`config.mk`:
```
export PLATFORM = sky130hd
export DESIGN_NAME = pipe_sched_flat
export DESIGN_NICKNAME = d
export VERILOG_FILES = /design/src/rtl/pipe_sched_if.sv /design/src/rtl/pipe_sched.sv /design/src/flat_wrapper.sv
export SDC_FILE = /design/constraint.sdc
export NUM_CORES = 1
export LEC_CHECK = 0
export CORE_MARGIN = 2
export CORE_UTILIZATION = 30
export CTS_CLUSTER_SIZE = 40
export DETAILED_ROUTE_END_ITERATION = 7
export RECOVER_POWER = 100
export SLEW_MARGIN = 30
export SYNTH_ARGS = -nofsm -noshare
export SYNTH_HDL_FRONTEND = slang
export SYNTH_SLANG_ARGS = --single-unit
```
`constraint.sdc`:
```
create_clock -name clk -period 7.05 [get_ports clk]
set_clock_uncertainty 0.1 [all_clocks]
set_input_delay 2.115 -clock clk [delete_from_list [all_inputs] [get_ports clk]]
set_output_delay 2.115 -clock clk [all_outputs]
set_load 0.03 [all_outputs]
```
`src/rtl/pipe_sched_if.sv`:
```
// Pipeline <-> scheduler handshake bundle: ID decode fields, writeback, branch
// resolution in one direction; stall/flush/issue controls and scoreboard view back.
interface pipe_sched_if #(
    parameter int NREG = 32,
    parameter int RIDX = 5
);
    logic            id_valid;
    logic [RIDX-1:0] id_rs1;
    logic [RIDX-1:0] id_rs2;
    logic [RIDX-1:0] id_rd;
    logic            id_uses_rs1;
    logic            id_uses_rs2;
    logic            id_writes_rd;
    logic            id_long;
    logic            wb_valid;
    logic [RIDX-1:0] wb_rd;
    logic            br_taken;
    logic            issue;
    logic            stall_if;
    logic            stall_id;
    logic            flush_id;
    logic            flush_ex;
    logic [NREG-1:0] pending;
    logic            busy;

    modport master (
        output id_valid, id_rs1, id_rs2, id_rd, id_uses_rs1, id_uses_rs2,
               id_writes_rd, id_long, wb_valid, wb_rd, br_taken,
        input  issue, stall_if, stall_id, flush_id, flush_ex, pending, busy
    );

    modport slave (
        input  id_valid, id_rs1, id_rs2, id_rd, id_uses_rs1, id_uses_rs2,
               id_writes_rd, id_long, wb_valid, wb_rd, br_taken,
        output issue, stall_if, stall_id, flush_id, flush_ex, pending, busy
    );
endinterface

```
`src/rtl/pipe_sched.sv`:
```
// Issue scheduler / hazard controller for a 4-stage IF/ID/RF/EX pipeline.
// Optional macro PIPE_SCHED_PERF_EN adds stall/flush performance counters.
module pipe_sched #(
    parameter int NREG         = 32,
    parameter int RIDX         = 5,
    parameter int FLUSH_CYCLES = 2
) (
    input  logic        clk,
    input  logic        reset,
    pipe_sched_if.slave bus
`ifdef PIPE_SCHED_PERF_EN
    ,
    output logic [31:0] perf_stall_cnt,
    output logic [31:0] perf_flush_cnt
`endif
);
    localparam int CW = (FLUSH_CYCLES > 1) ? $clog2(FLUSH_CYCLES) + 1 : 1;
    localparam logic [CW-1:0] CNT_RELOAD = CW'(FLUSH_CYCLES - 1);
    localparam logic [CW-1:0] CNT_ONE    = CW'(1);

    typedef enum logic {RUN, FLUSH} state_t;

    state_t          state, state_nxt;
    logic [CW-1:0]   cnt, cnt_nxt;
    logic [NREG-1:0] pending, clr_mask, set_mask, pend_eff;
    logic            hazard, issue, stall, flush_id, flush_ex;

    function automatic logic [NREG-1:0] onehot(input logic [RIDX-1:0] idx);
        logic [NREG-1:0] m;
        m      = '0;
        m[idx] = 1'b1;
        return m;
    endfunction

    // A writeback in this cycle already releases its dependents.
    always_comb begin
        clr_mask = (bus.wb_valid && bus.wb_rd != '0) ? onehot(bus.wb_rd) : '0;
        pend_eff = pending & ~clr_mask;
        hazard   = bus.id_valid &
                   ((bus.id_uses_rs1  & (bus.id_rs1 != '0) & pend_eff[bus.id_rs1]) |
                    (bus.id_uses_rs2  & (bus.id_rs2 != '0) & pend_eff[bus.id_rs2]) |
                    (bus.id_writes_rd & (bus.id_rd  != '0) & pend_eff[bus.id_rd]));
    end

    always_comb begin
        state_nxt = state;
        cnt_nxt   = cnt;
        issue     = 1'b0;
        stall     = 1'b0;
        flush_id  = 1'b0;
        flush_ex  = 1'b0;
        if (!reset) begin
            unique case (state)
                RUN: begin
                    if (bus.br_taken) begin
                        flush_id = 1'b1;
                        flush_ex = 1'b1;
                        if (FLUSH_CYCLES > 1) begin
                            state_nxt = FLUSH;
                            cnt_nxt   = CNT_RELOAD;
                        end
                    end else begin
                        stall = hazard;
                        issue = bus.id_valid & ~hazard;
                    end
                end
                FLUSH: begin
                    flush_id = 1'b1;
                    if (bus.br_taken) begin
                        flush_ex = 1'b1;
                        cnt_nxt  = CNT_RELOAD;
                    end else if (cnt == CNT_ONE) begin
                        state_nxt = RUN;
                        cnt_nxt   = '0;
                    end else begin
                        cnt_nxt = cnt - CNT_ONE;
                    end
                end
                default: state_nxt = RUN;
            endcase
        end
    end

    // Only an accepted long op reserves its rd; x0 is never tracked.
    assign set_mask = (issue && bus.id_long && bus.id_writes_rd && bus.id_rd != '0)
                      ? onehot(bus.id_rd) : '0;

    always_ff @(posedge clk or posedge reset) begin
        if (reset) begin
            state   <= RUN;
            cnt     <= '0;
            pending <= '0;
        end else begin
            state   <= state_nxt;
            cnt     <= cnt_nxt;
            pending <= (pending & ~clr_mask) | set_mask;
        end
    end

    assign bus.issue    = issue;
    assign bus.stall_if = stall;
    assign bus.stall_id = stall;
    assign bus.flush_id = flush_id;
    assign bus.flush_ex = flush_ex;
    assign bus.pending  = pending;
    assign bus.busy     = |pending;

`ifdef PIPE_SCHED_PERF_EN
    always_ff @(posedge clk or posedge reset) begin
        if (reset) begin
            perf_stall_cnt <= '0;
            perf_flush_cnt <= '0;
        end else begin
            if (stall)    perf_stall_cnt <= perf_stall_cnt + 32'd1;
            if (flush_id) perf_flush_cnt <= perf_flush_cnt + 32'd1;
        end
    end
`endif
endmodule

```
`src/flat_wrapper.sv`:
```
// flat-port wrapper written by rule: the top's interface ports become plain ports
module pipe_sched_flat 
#(
    parameter int NREG         = 32,
    parameter int RIDX         = 5,
    parameter int FLUSH_CYCLES = 2
)
  (clk, reset, bus_id_valid, bus_id_rs1, bus_id_rs2, bus_id_rd, bus_id_uses_rs1, bus_id_uses_rs2, bus_id_writes_rd, bus_id_long, bus_wb_valid, bus_wb_rd, bus_br_taken, bus_issue, bus_stall_if, bus_stall_id, bus_flush_id, bus_flush_ex, bus_pending, bus_busy);
  pipe_sched_if #(.NREG(NREG), .RIDX(RIDX)) bus_i ();
  input  logic clk;
  input  logic reset;
  input wire logic [$bits(bus_i.id_valid)-1:0] bus_id_valid;
  input wire logic [$bits(bus_i.id_rs1)-1:0] bus_id_rs1;
  input wire logic [$bits(bus_i.id_rs2)-1:0] bus_id_rs2;
  input wire logic [$bits(bus_i.id_rd)-1:0] bus_id_rd;
  input wire logic [$bits(bus_i.id_uses_rs1)-1:0] bus_id_uses_rs1;
  input wire logic [$bits(bus_i.id_uses_rs2)-1:0] bus_id_uses_rs2;
  input wire logic [$bits(bus_i.id_writes_rd)-1:0] bus_id_writes_rd;
  input wire logic [$bits(bus_i.id_long)-1:0] bus_id_long;
  input wire logic [$bits(bus_i.wb_valid)-1:0] bus_wb_valid;
  input wire logic [$bits(bus_i.wb_rd)-1:0] bus_wb_rd;
  input wire logic [$bits(bus_i.br_taken)-1:0] bus_br_taken;
  output wire logic [$bits(bus_i.issue)-1:0] bus_issue;
  output wire logic [$bits(bus_i.stall_if)-1:0] bus_stall_if;
  output wire logic [$bits(bus_i.stall_id)-1:0] bus_stall_id;
  output wire logic [$bits(bus_i.flush_id)-1:0] bus_flush_id;
  output wire logic [$bits(bus_i.flush_ex)-1:0] bus_flush_ex;
  output wire logic [$bits(bus_i.pending)-1:0] bus_pending;
  output wire logic [$bits(bus_i.busy)-1:0] bus_busy;
  assign bus_i.id_valid = bus_id_valid;
  assign bus_i.id_rs1 = bus_id_rs1;
  assign bus_i.id_rs2 = bus_id_rs2;
  assign bus_i.id_rd = bus_id_rd;
  assign bus_i.id_uses_rs1 = bus_id_uses_rs1;
  assign bus_i.id_uses_rs2 = bus_id_uses_rs2;
  assign bus_i.id_writes_rd = bus_id_writes_rd;
  assign bus_i.id_long = bus_id_long;
  assign bus_i.wb_valid = bus_wb_valid;
  assign bus_i.wb_rd = bus_wb_rd;
  assign bus_i.br_taken = bus_br_taken;
  assign bus_issue = bus_i.issue;
  assign bus_stall_if = bus_i.stall_if;
  assign bus_stall_id = bus_i.stall_id;
  assign bus_flush_id = bus_i.flush_id;
  assign bus_flush_ex = bus_i.flush_ex;
  assign bus_pending = bus_i.pending;
  assign bus_busy = bus_i.busy;
  pipe_sched #(.NREG(NREG), .RIDX(RIDX), .FLUSH_CYCLES(FLUSH_CYCLES)) u_core (.clk(clk), .reset(reset), .bus(bus_i));
endmodule
```
==> reports/results.ini, run 1 <==
[outcome]
status = finished, final reports clean

[setup_path]
cp.depth = 11
crit_buf_inv = 4
crit_type = in -> out
cp_common_cell = buf_4
path_cells = clkdlybuf4s50_1 > buf_4 > nand4b_1 > buf_4 > o21ai_0 > mux4_2 > o221ai_1 > o2111a_1 > a31o_2 > o21a_1 > buf_4
cp_slowest_stage_delay_ns = 0.54
worstSetupEndpointType = primary output
worstPathMaxFanout = 9
crit_arrival_ns = 4.75
required_ns = 4.84
worstRegToRegCells = 7
start_kind = primary input
cp_top_family = buffers and inverters
cpMaxStageDelayCell = clkdlybuf4s50_1

[synthesis]
synth_simple_gate_area_frac = 0.306
yosys.area.top_type_share = 0.274
synth_seq_cells = 35
synth_edf_count = 0
ys_dominant_reg_cell = dfrtp_1
synth_top_family_by_area = simple AND/OR/NAND/NOR gates
synth_mux_area_frac = 0.0703
synthAdderAreaFrac = 0.00391
synth-xor-area-share = 0.00821
syn_area_um2 = 3200
yosys.area.top_type = dfrtp_1
yosys_warnings = 0
synth_compound_area_frac = 0.268
syn-num-nets = 444
syn_inst = 414
ys_async_sr_fraction = 1.00
ys_types = 64
synth-seq-area-share = 0.274
syn_area_per_cell_um2 = 7.73
yosys-top-cells-area = dfrtp_1 (27%), nand4_1 (8.0%), nor2_1 (6.0%), o21ai_0 (5.5%), o21ai_1 (5.2%)

[pwr]
powerDensity_nw_per_um2 = 128
fin_total_pwr_mw = 0.553
p_leak_nw = 1.68
power_frac_comb = 0.313
p_int_mw = 0.366
pwr-share-clk = 0.295
max-vdd-ir-drop_v = 0.0000602
switching_share = 0.338
pwr-share-seq = 0.392
p_sw_mw = 0.187

[detailed_routing]
wl_per_cell_um = 21.2
first_pass_iters = 5
num_vias = 3861
wl_um = 13500
route.detailed.drc = 0
ant_nets = 0
initialDrtViolationCount = 348
via_per_inst = 6.07

[cts]
clock-sinks = 35
insertion_delay_ns = 0.29
clk_path_buf_depth = 2
cts_inserted_buffers = 5
clkTransAtPathRegs_ns = 0.07
postCtsHoldBufs = 0
clockRootBuffer = clkbuf_8
htreeDepth = 2
cts_tree = yes

[global_route]
antenna_found_initial = 0
grt_pass1_wl_um = 20900
grt_max_degree = 32
globalRouteTotalUtil = 0.238
grt_pass1_vias = 3727
overflow = 0

[min_path]
holdCritPathClass = reg -> reg
min_delay_path_depth = 0

[timing]
fin_ws_ns = 0.0850
slew_headroom = 0.181
slew_violations = 0
final_hold_viol_count = 0
setup_tns_ns = 0
post-route-period-util = 0.988
rsz0062_at_grt = false
fmax_mhz = 144
worst_slew_pin_slew_ns = 1.23
finalSetupViolCount = 0
min_period_ns = 6.96
fin_hold_ws_ns = 0.383

[job]
drv_cap = 0

[floorplan]
initial_utilization = 0.310
num_rows = 37
die_x_um = 107
design.core.area_um2 = 10300
die_height_um = 107
dieArea_um2 = 11500
ios = 67

[placement]
hpwl_um = 10100
routabilityCongestion = 0.991
placed_area_um2 = 4200
pre_cts_ws_ns = 0.0390
io_buffers = 66
placed_cells = 625

[cells_and_area]
drive_gt1_frac = 0.158
finalNonFillerCells = 636
stdcell_area_um2 = 4330
antenna_cells = 0
fin_nets = 529
multiInputGateArea_um2 = 2120
fill_cells = 1051
area_growth_pct = 35.2
fin_util = 0.419
register_area_um2 = 876

==> flip-flops by register name, indices dropped and copies added, names as in the netlist <==
signal	cells
u_core.bus.pending	32
u_core.cnt	2
u_core.state	1
==> layout by cell type, fill, tap and decap left out, types with 3 or more instances in the layout <==
cell / n
nor2b_1: 8
o21a_1: 4
o21ai_0: 58
o2111ai_1: 7
o21ai_1: 7
nor2_1: 51
dlygate4sd3_1: 37
mux2i_1: 9
nor3_1: 8
nand4bb_1: 4
clkdlybuf4s50_1: 26
clkbuf_1: 4
buf_4: 52
nor4_1: 11
dfrtp_1: 35
o21ai_2: 3
inv_1: 7
clkbuf_8: 7
a21oi_1: 8
nand2b_1: 5
mux4_2: 5
or2_2: 3
nand4_1: 41
and2_1: 3
nand2_1: 22
nand4b_1: 4
nand3_1: 5
o211ai_1: 17
==> final timing paths <==
path                                   startpoint                     end  slack (ns)
max                                  bus_wb_rd[0]            bus_stall_if        0.09
min                         u_core.bus.pending[0]   u_core.bus.pending[0]        0.38
max reg2reg                u_core.bus.pending[31]   u_core.bus.pending[4]        3.87
min reg2reg                 u_core.bus.pending[0]   u_core.bus.pending[0]        0.38
max in group asynchronous                   reset   u_core.bus.pending[7]        3.59
min in group asynchronous                   reset  u_core.bus.pending[29]        2.56
==> power groups by stage <==
stage               registers [mW]  clock network (mW)  logic (mW)
finish                       0.217               0.163       0.173
global route                 0.218               0.175       0.185
CTS                          0.216               0.167       0.175
detailed placement           0.220                   0       0.174
global placement             0.220                   0       0.173
floorplan                    0.225                   0      0.0962
==> synth_stat cells (5+ instances only) <==
cell type,number
a21oi_1,8
buf_2,6
clkbuf_1,26
dfrtp_1,35
inv_1,7
mux2i_1,9
mux4_2,5
nand2_1,22
nand2b_1,5
nand3_1,5
nand4_1,41
nor2_1,51
nor2b_1,8
nor3_1,9
nor4_1,11
o2111ai_1,7
o211ai_1,17
o21ai_0,35
o21ai_1,33
==> cell families after synthesis <==
| kind of cell | after synthesis |
|---|---|
| adder cells (fa/ha/maj) | 1 |
| multiplexers | 16 |
| flip-flops | 35 |
| AO/OA/AOI/OAI | 132 |
| AND/OR/NAND/NOR | 179 |
| XOR/XNOR | 3 |
| buffers and inverters | 48 |
==> layer usage <==
metal  up-vias  share of wire  GRT usage  wire length (µm)
met5         -              0          0                 0
met4         0          0.033     0.0863               441
met3        33          0.085     0.0285              1140
met2       215           0.44      0.368              5960
met1      1847           0.44      0.339              5910
li1       1766              -          -                 -
==> worst register-to-register path: stages (launching register included) <==
cell,delay (ns)
dfrtp_1,0.38
o21ai_0,0.13
mux4_2,0.51
o221ai_1,0.23
o2111a_1,0.24
a31o_2,0.15
clkbuf_1,0.92
o21ai_0,0.33
==> timing repair <==
item,CTS,global route
resized for setup,0,11
setup endpoints to repair,0,3
setup buffers,0,3
==> final cells by class <==
cell class	instances	share of cell area
clock buffer	8	0.0231
inverter	8	0.00693
multi-input combinational	331	0.490
sequential	35	0.202
tap	136	0.0393
timing repair buffer	118	0.238
(Power assumes the default switching activity.)
==> run 2, diff against run 1 <==
--- a/config.mk
+++ b/config.mk
@@ -5,8 +5,10 @@
 export SDC_FILE = /design/constraint.sdc
 export NUM_CORES = 1
 export LEC_CHECK = 0
+export ABC_AREA = 1
 export CORE_MARGIN = 2
 export CORE_UTILIZATION = 30
+export CTS_BUF_LIST = sky130_fd_sc_hd__clkbuf_8
 export CTS_CLUSTER_SIZE = 40
 export DETAILED_ROUTE_END_ITERATION = 7
 export RECOVER_POWER = 100
==> reports/results.ini, run 2 <==
[setup_path]
worstPathMaxFanout = 9  ; unchanged
start_kind = primary input
cp_common_cell = nand3_1
crit_arrival_ns = 4.56  ; -0.19 ns
worstSetupEndpointType = primary output
crit_type = in -> out
cpMaxStageDelayCell = clkdlybuf4s50_1
cp_slowest_stage_delay_ns = 0.76  ; +0.22 ns
path_cells = clkdlybuf4s50_1 > nand4_1 > clkinv_1 > nand2_1 > nand3_1 > nand3_1 > nand3_1 > nand3_1 > nand2_1 > nand2_1 > nand3_1 > nand3_4 > nor2_8 > clkbuf_4
required_ns = 4.84  ; about the same

[cts]
htreeDepth = 2  ; unchanged
insertion_delay_ns = 0.29  ; about the same
post_cts_buffers = 0  ; unchanged
clock-sinks = 35  ; unchanged
clockRootBuffer = clkbuf_8
clk_path_buf_depth = 2  ; unchanged
cts_inserted_buffers = 5  ; unchanged
cts_tree = yes
clkTransAtPathRegs_ns = 0.07  ; about the same

[floorplan]
initial_utilization = 0.310  ; about the same
die_height_um = 110  ; +2.8%
design.core.area_um2 = 10900  ; +5.9%
num_rows = 38  ; +2.7%
dieArea_um2 = 12200  ; +5.7%
ios = 67  ; unchanged
die_x_um = 110  ; +2.8%

[pwr]
fin_total_pwr_mw = 0.587  ; +6.2%
p_leak_nw = 2.05  ; +22%
max-vdd-ir-drop_v = 0.0000669  ; +11%
powerDensity_nw_per_um2 = 139  ; +8.8%

[synthesis]
yosys.area.top_type_share = 0.258  ; -0.0153
ys_types = 37  ; -42%
synth_simple_gate_area_frac = 0.546  ; +0.240
synthTopCellsByCount = nand2_1 (147), nand3_1 (92), nor2_1 (62), inv_1 (56), dfrtp_1 (35)
synthAdderAreaFrac = 0.00369  ; -0.000219
synth_most_common_cell = nand2_1
syn_area_um2 = 3390  ; +5.9%
synth_mux_area_frac = 0.00332  ; -0.0670
synth_edf_count = 0  ; unchanged
yosys-top-cells-area = dfrtp_1 (26%), nand2_1 (16%), nand3_1 (14%), nand3_2 (9.4%), nor2_1 (6.9%)
syn_area_per_cell_um2 = 6.39  ; -17%
synth-xor-area-share = 0  ; -0.00821
synth_compound_area_frac = 0.0634  ; -0.205
syn_inst = 531  ; +28%
syn-num-nets = 561  ; +26%
synth-seq-area-share = 0.258  ; -0.0153
yosys_warnings = 0  ; unchanged
synth_seq_cells = 35  ; unchanged
synth_top_family_by_area = simple AND/OR/NAND/NOR gates
yosys.area.top_type = dfrtp_1
ys_async_sr_fraction = 1.00  ; unchanged
ys_dominant_reg_cell = dfrtp_1

[timing]
slew_headroom = -0.336  ; -0.517
min_period_ns = 6.78  ; -0.186 ns
slew_violations = 70  ; +70
setup_tns_ns = 0  ; unchanged
post-route-period-util = 0.962  ; -0.0264
rsz0062_at_grt = false
worst_slew_pin_slew_ns = 2.00  ; +0.775 ns
final_hold_viol_count = 0  ; unchanged
finalSetupViolCount = 0  ; unchanged
fin_ws_ns = 0.271  ; +0.186 ns
fmax_mhz = 148  ; +2.7%
fin_hold_ws_ns = 0.388  ; +0.00428 ns

[detailed_routing]
initialDrtViolationCount = 344  ; -1.1%
ant_nets = 0  ; unchanged
via_per_inst = 5.28  ; -13%
first_pass_iters = 5  ; unchanged
route.detailed.drc = 0  ; unchanged
wl_per_cell_um = 17.2  ; -19%
num_vias = 3867  ; +0.16%
wl_um = 12600  ; -6.7%

[global_route]
grt_pass1_wl_um = 20200  ; -3.4%
antenna_found_initial = 0  ; unchanged
globalRouteTotalUtil = 0.218  ; -0.0198
grt_pass1_vias = 3768  ; +1.1%
grt_max_degree = 38  ; +19%
overflow = 0  ; unchanged

[cells_and_area]
drive_gt1_frac = 0.123  ; -0.0347
stdcell_area_um2 = 4220  ; -2.5%
final_common_cell = nand2_1
finalNonFillerCells = 732  ; +15%
fin_nets = 621  ; +17%
fill_cells = 1190  ; +13%
fin_util = 0.386  ; -0.0332
most-common-layout-cells = nand2_1 (147), nand3_1 (95), nor2_1 (60)
antenna_cells = 0  ; unchanged
regMostFlops = u_core.bus.pending
reg_top3 = u_core.bus.pending: 32 flops, u_core.cnt: 2 flops, u_core.state: 1 flops
area_growth_pct = 24.5
largest_reg_flops = 32  ; unchanged

[placement]
placed_cells = 723  ; +16%
hpwl_um = 9910  ; -2.3%
io_buffers = 66  ; unchanged
routabilityCongestion = 0.935  ; -5.7%
placed_area_um2 = 4100  ; -2.4%
pre_cts_ws_ns = 0.236  ; +0.197 ns

[outcome]
status = finished with violations
violations = max-capacitance violations, max-slew violations

[job]
drv_cap = 2  ; +2

[min_path]
holdCritPathClass = reg -> reg

run 2: worst paths after layout:
| check | cells past startpoint | start | slack (ns) | endpoint |
|---|---|---|---|---|
| min in group asynchronous | 3 | reset | 2.95 | u_core.cnt[0] |
| max reg2reg | 14 | u_core.bus.pending[2] | 3.51 | u_core.bus.pending[3] |
| max | 14 | bus_wb_rd[4] | 0.27 | bus_issue |
| min | 0 | u_core.bus.pending[0] | 0.39 | u_core.bus.pending[0] |
| min reg2reg | 0 | u_core.bus.pending[0] | 0.39 | u_core.bus.pending[0] |
| max in group asynchronous | 3 | reset | 2.74 | u_core.bus.pending[19] |
run 2: final cells by class:
type | count | area, µm² | area share
timing repair buffer | 73 | 718 | 0.170
sequential | 35 | 876 | 0.207
multi-input combinational | 409 | 2090 | 0.494
clock inverter | 3 | 43.8 | 0.0104
inverter | 67 | 256 | 0.0607
tap | 140 | 175 | 0.0415
clock buffer | 5 | 68.8 | 0.0163
run 2: power breakdown:
| part | total, mW | switching, mW | internal (mW) |
|---|---|---|---|
| logic | 0.184 | 0.120 | 0.0640 |
| registers | 0.219 | 0.00917 | 0.210 |
| clock network | 0.183 | 0.0780 | 0.105 |
| total | 0.587 | 0.207 | 0.379 |
run 2: cells by family (layout without fill, tap and decap cells):
group           after synthesis  count (layout)
mux                           1               1
buf+inv                      87             148
flops                        35              35
compound gates               37              37
fa+ha+maj                     1               1
simple gates                370             370
run 2: metal layers:
layer,vias up,share of wire,track usage
met5,-,0,0
met4,0,0.034,0.0866
met3,24,0.065,0.0135
met2,201,0.45,0.343
met1,1793,0.45,0.312
li1,1849,-,-
run 2: what timing repair did:
action	CTS	global route
setup endpoints to repair	0	2
endpoints found under the hold margin	0	0
hold buffers	0	0
resized for setup	0	2
run 2: critical path: cells and delay by family:
kind,cells,cell delay (ns)
AND/OR/NAND/NOR,11,1.37
buffers and inverters,3,1.06
==> variant, RTL diff (config.mk and constraints of run 2) <==
`NREG` is set to 32 in 3 places; all go to 64.
--- a/src/rtl/pipe_sched_if.sv
+++ b/src/rtl/pipe_sched_if.sv
@@ -3,3 +3,3 @@
 interface pipe_sched_if #(
-    parameter int NREG = 32,
+    parameter int NREG = 64,
     parameter int RIDX = 5
--- a/src/rtl/pipe_sched.sv
+++ b/src/rtl/pipe_sched.sv
@@ -3,3 +3,3 @@
 module pipe_sched #(
-    parameter int NREG         = 32,
+    parameter int NREG         = 64,
     parameter int RIDX         = 5,
--- a/src/flat_wrapper.sv
+++ b/src/flat_wrapper.sv
@@ -3,3 +3,3 @@
 #(
-    parameter int NREG         = 32,
+    parameter int NREG         = 64,
     parameter int RIDX         = 5,
Ports: changed (resized bus_pending); port bits go from 67 to 99. No check against the original RTL was run, so the function may have changed too.
==> variant against run 2 <==
  * The flow still finishes with violations (max-capacitance violations, max-slew violations)
  * Setup slack improved by 60 ps
  * Total power increased by 7.3%
  * Global-route usage down 0.11 points
  * Cell area down 2.0%
  * Register-to-register slack improved by 100 ps
  * Area after synthesis is 1.5% lower
  * Sequential cell count is the same
  * Routed wire length up 0.58%
  * Largest power group unchanged
  * Highest routed layer unchanged
==> variant: results (changes against run 2) <==
Parameter                              Value

Outcome
  Result of the run    complete, but fails checks (unchanged)
  Violated checks    max-capacitance violations, max-slew violations (unchanged)

Cells and area
  Number of fillers in the final layout    1169 (was 1190)
  Nets    646 (was 621)
  Area growth syn-to-layout    23.9% (was 24.5%)
  Layout cell share with drive strength beyond 1    5.83% (was 12.3%)

Power
  Clk pwr share    30.2% (was 31.2%)
  LEAKAGE    2.15 nW (was 2.05 nW)
  Worst IR drop on VDD    65.4 uV (was 66.9 uV)
  Portion of total power attributed to combinational logic    33.7% (was 31.4%)
  Power attributed to sequential cells    0.227 mW (was 0.219 mW)
  Internal Power    0.394 mW (was 0.379 mW)

Logic synthesis
  Most area-consuming cells after synthesis    dfrtp_1, nand2_1, nand3_1 (unchanged)
  Fraction of synthesized area in multiplexers    0% (was 0.332%)
  Sequential area share after synthesis    26.2% (was 25.8%)
  Synthesized instance count    555 (was 531)
  Adder-Cell Fraction of Synth Area    0.375% (was 0.369%)
  Synth top cells by count    nand2_1, nand3_1, nor2_1, inv_1, nand4_1 (was nand2_1, nand3_1, nor2_1, inv_1, dfrtp_1)

Place
  Worst slack after detailed placement    241 ps (was 236 ps)
  Placed Cells    749 (was 723)
  Final weighted congestion in routability-driven placement    0.994 (was 0.935)

Timing
  Final worst hold slack    411 ps (was 388 ps)
  Fin. max-slew vios    65 (was 70)
  Slew of the pin with the lowest slew margin    1940 ps (was 2000 ps)
  Post-route clock period utilization    95.3% (was 96.2%)

GRT
  Global-route track usage on met1    31.0% (was 31.2%)
  Met3 global-route usage    2.13% (was 1.35%)
  Met2 track demand over resource    34.3% (about the same)
  Via count of the first global-routing pass    3625 (was 3768)
  Maximum number of pins on one net before global-route repair    33 (was 38)

Job
  Max-cap viol count    2 (unchanged)

Routing
  Via count normalized by instance count    5.32 (was 5.28)
  Total met3 wirelength after detailed routing    1210 um (was 811 um)
  Iteration-0 DRC count of the detailed router    403 (was 344)
  Average detailed-routed wire length per instance    16.7 um (was 17.2 um)
  Drt first pass iters    6 (was 5)

Worst setup path
  Crit Reg-Reg Startpoint    u_core.bus.pending[15] (was u_core.bus.pending[2])
  Critical path startpoint    bus_wb_rd[1] (was bus_wb_rd[4])
  Arrival time worst endpoint    4500 ps (was 4560 ps)
  Maximum fanout along the worst path    5 (was 9)
  Crit-path max cell delay    560 ps (was 760 ps)
  Register-to-register path setup slack    3610 ps (was 3510 ps)
==> variant: worst max-delay path: cells and delay by family <==
family / cells / cell delay [ps]
buffers and inverters: 2 / 810
and+or+nand+nor: 11 / 1150
AOI/OAI and AO/OA: 1 / 420
==> variant: what timing repair did <==
item	in CTS	in global routing
endpoints found under the hold margin	0	0
gates resized for setup	0	2
endpoints found under the setup margin	0	3
==> variant: final timing paths <==
check                                          to  cells past startpoint
max reg2reg                 u_core.bus.pending[2]                     13
max in group asynchronous  u_core.bus.pending[24]                      3
min                                 u_core.cnt[0]                      1
max                                     bus_issue                     14
min in group asynchronous            u_core.state                      2
min reg2reg                         u_core.cnt[0]                      1
==> variant: layout make-up <==
class	instances	share of cell area (%)
flip-flops and latches	35	21.2
repair buffers	78	17.9
clock buffers	6	2.00
clock inverters	2	0.847
multi-input cells	438	48.6
well taps	140	4.23
inverters	58	5.26
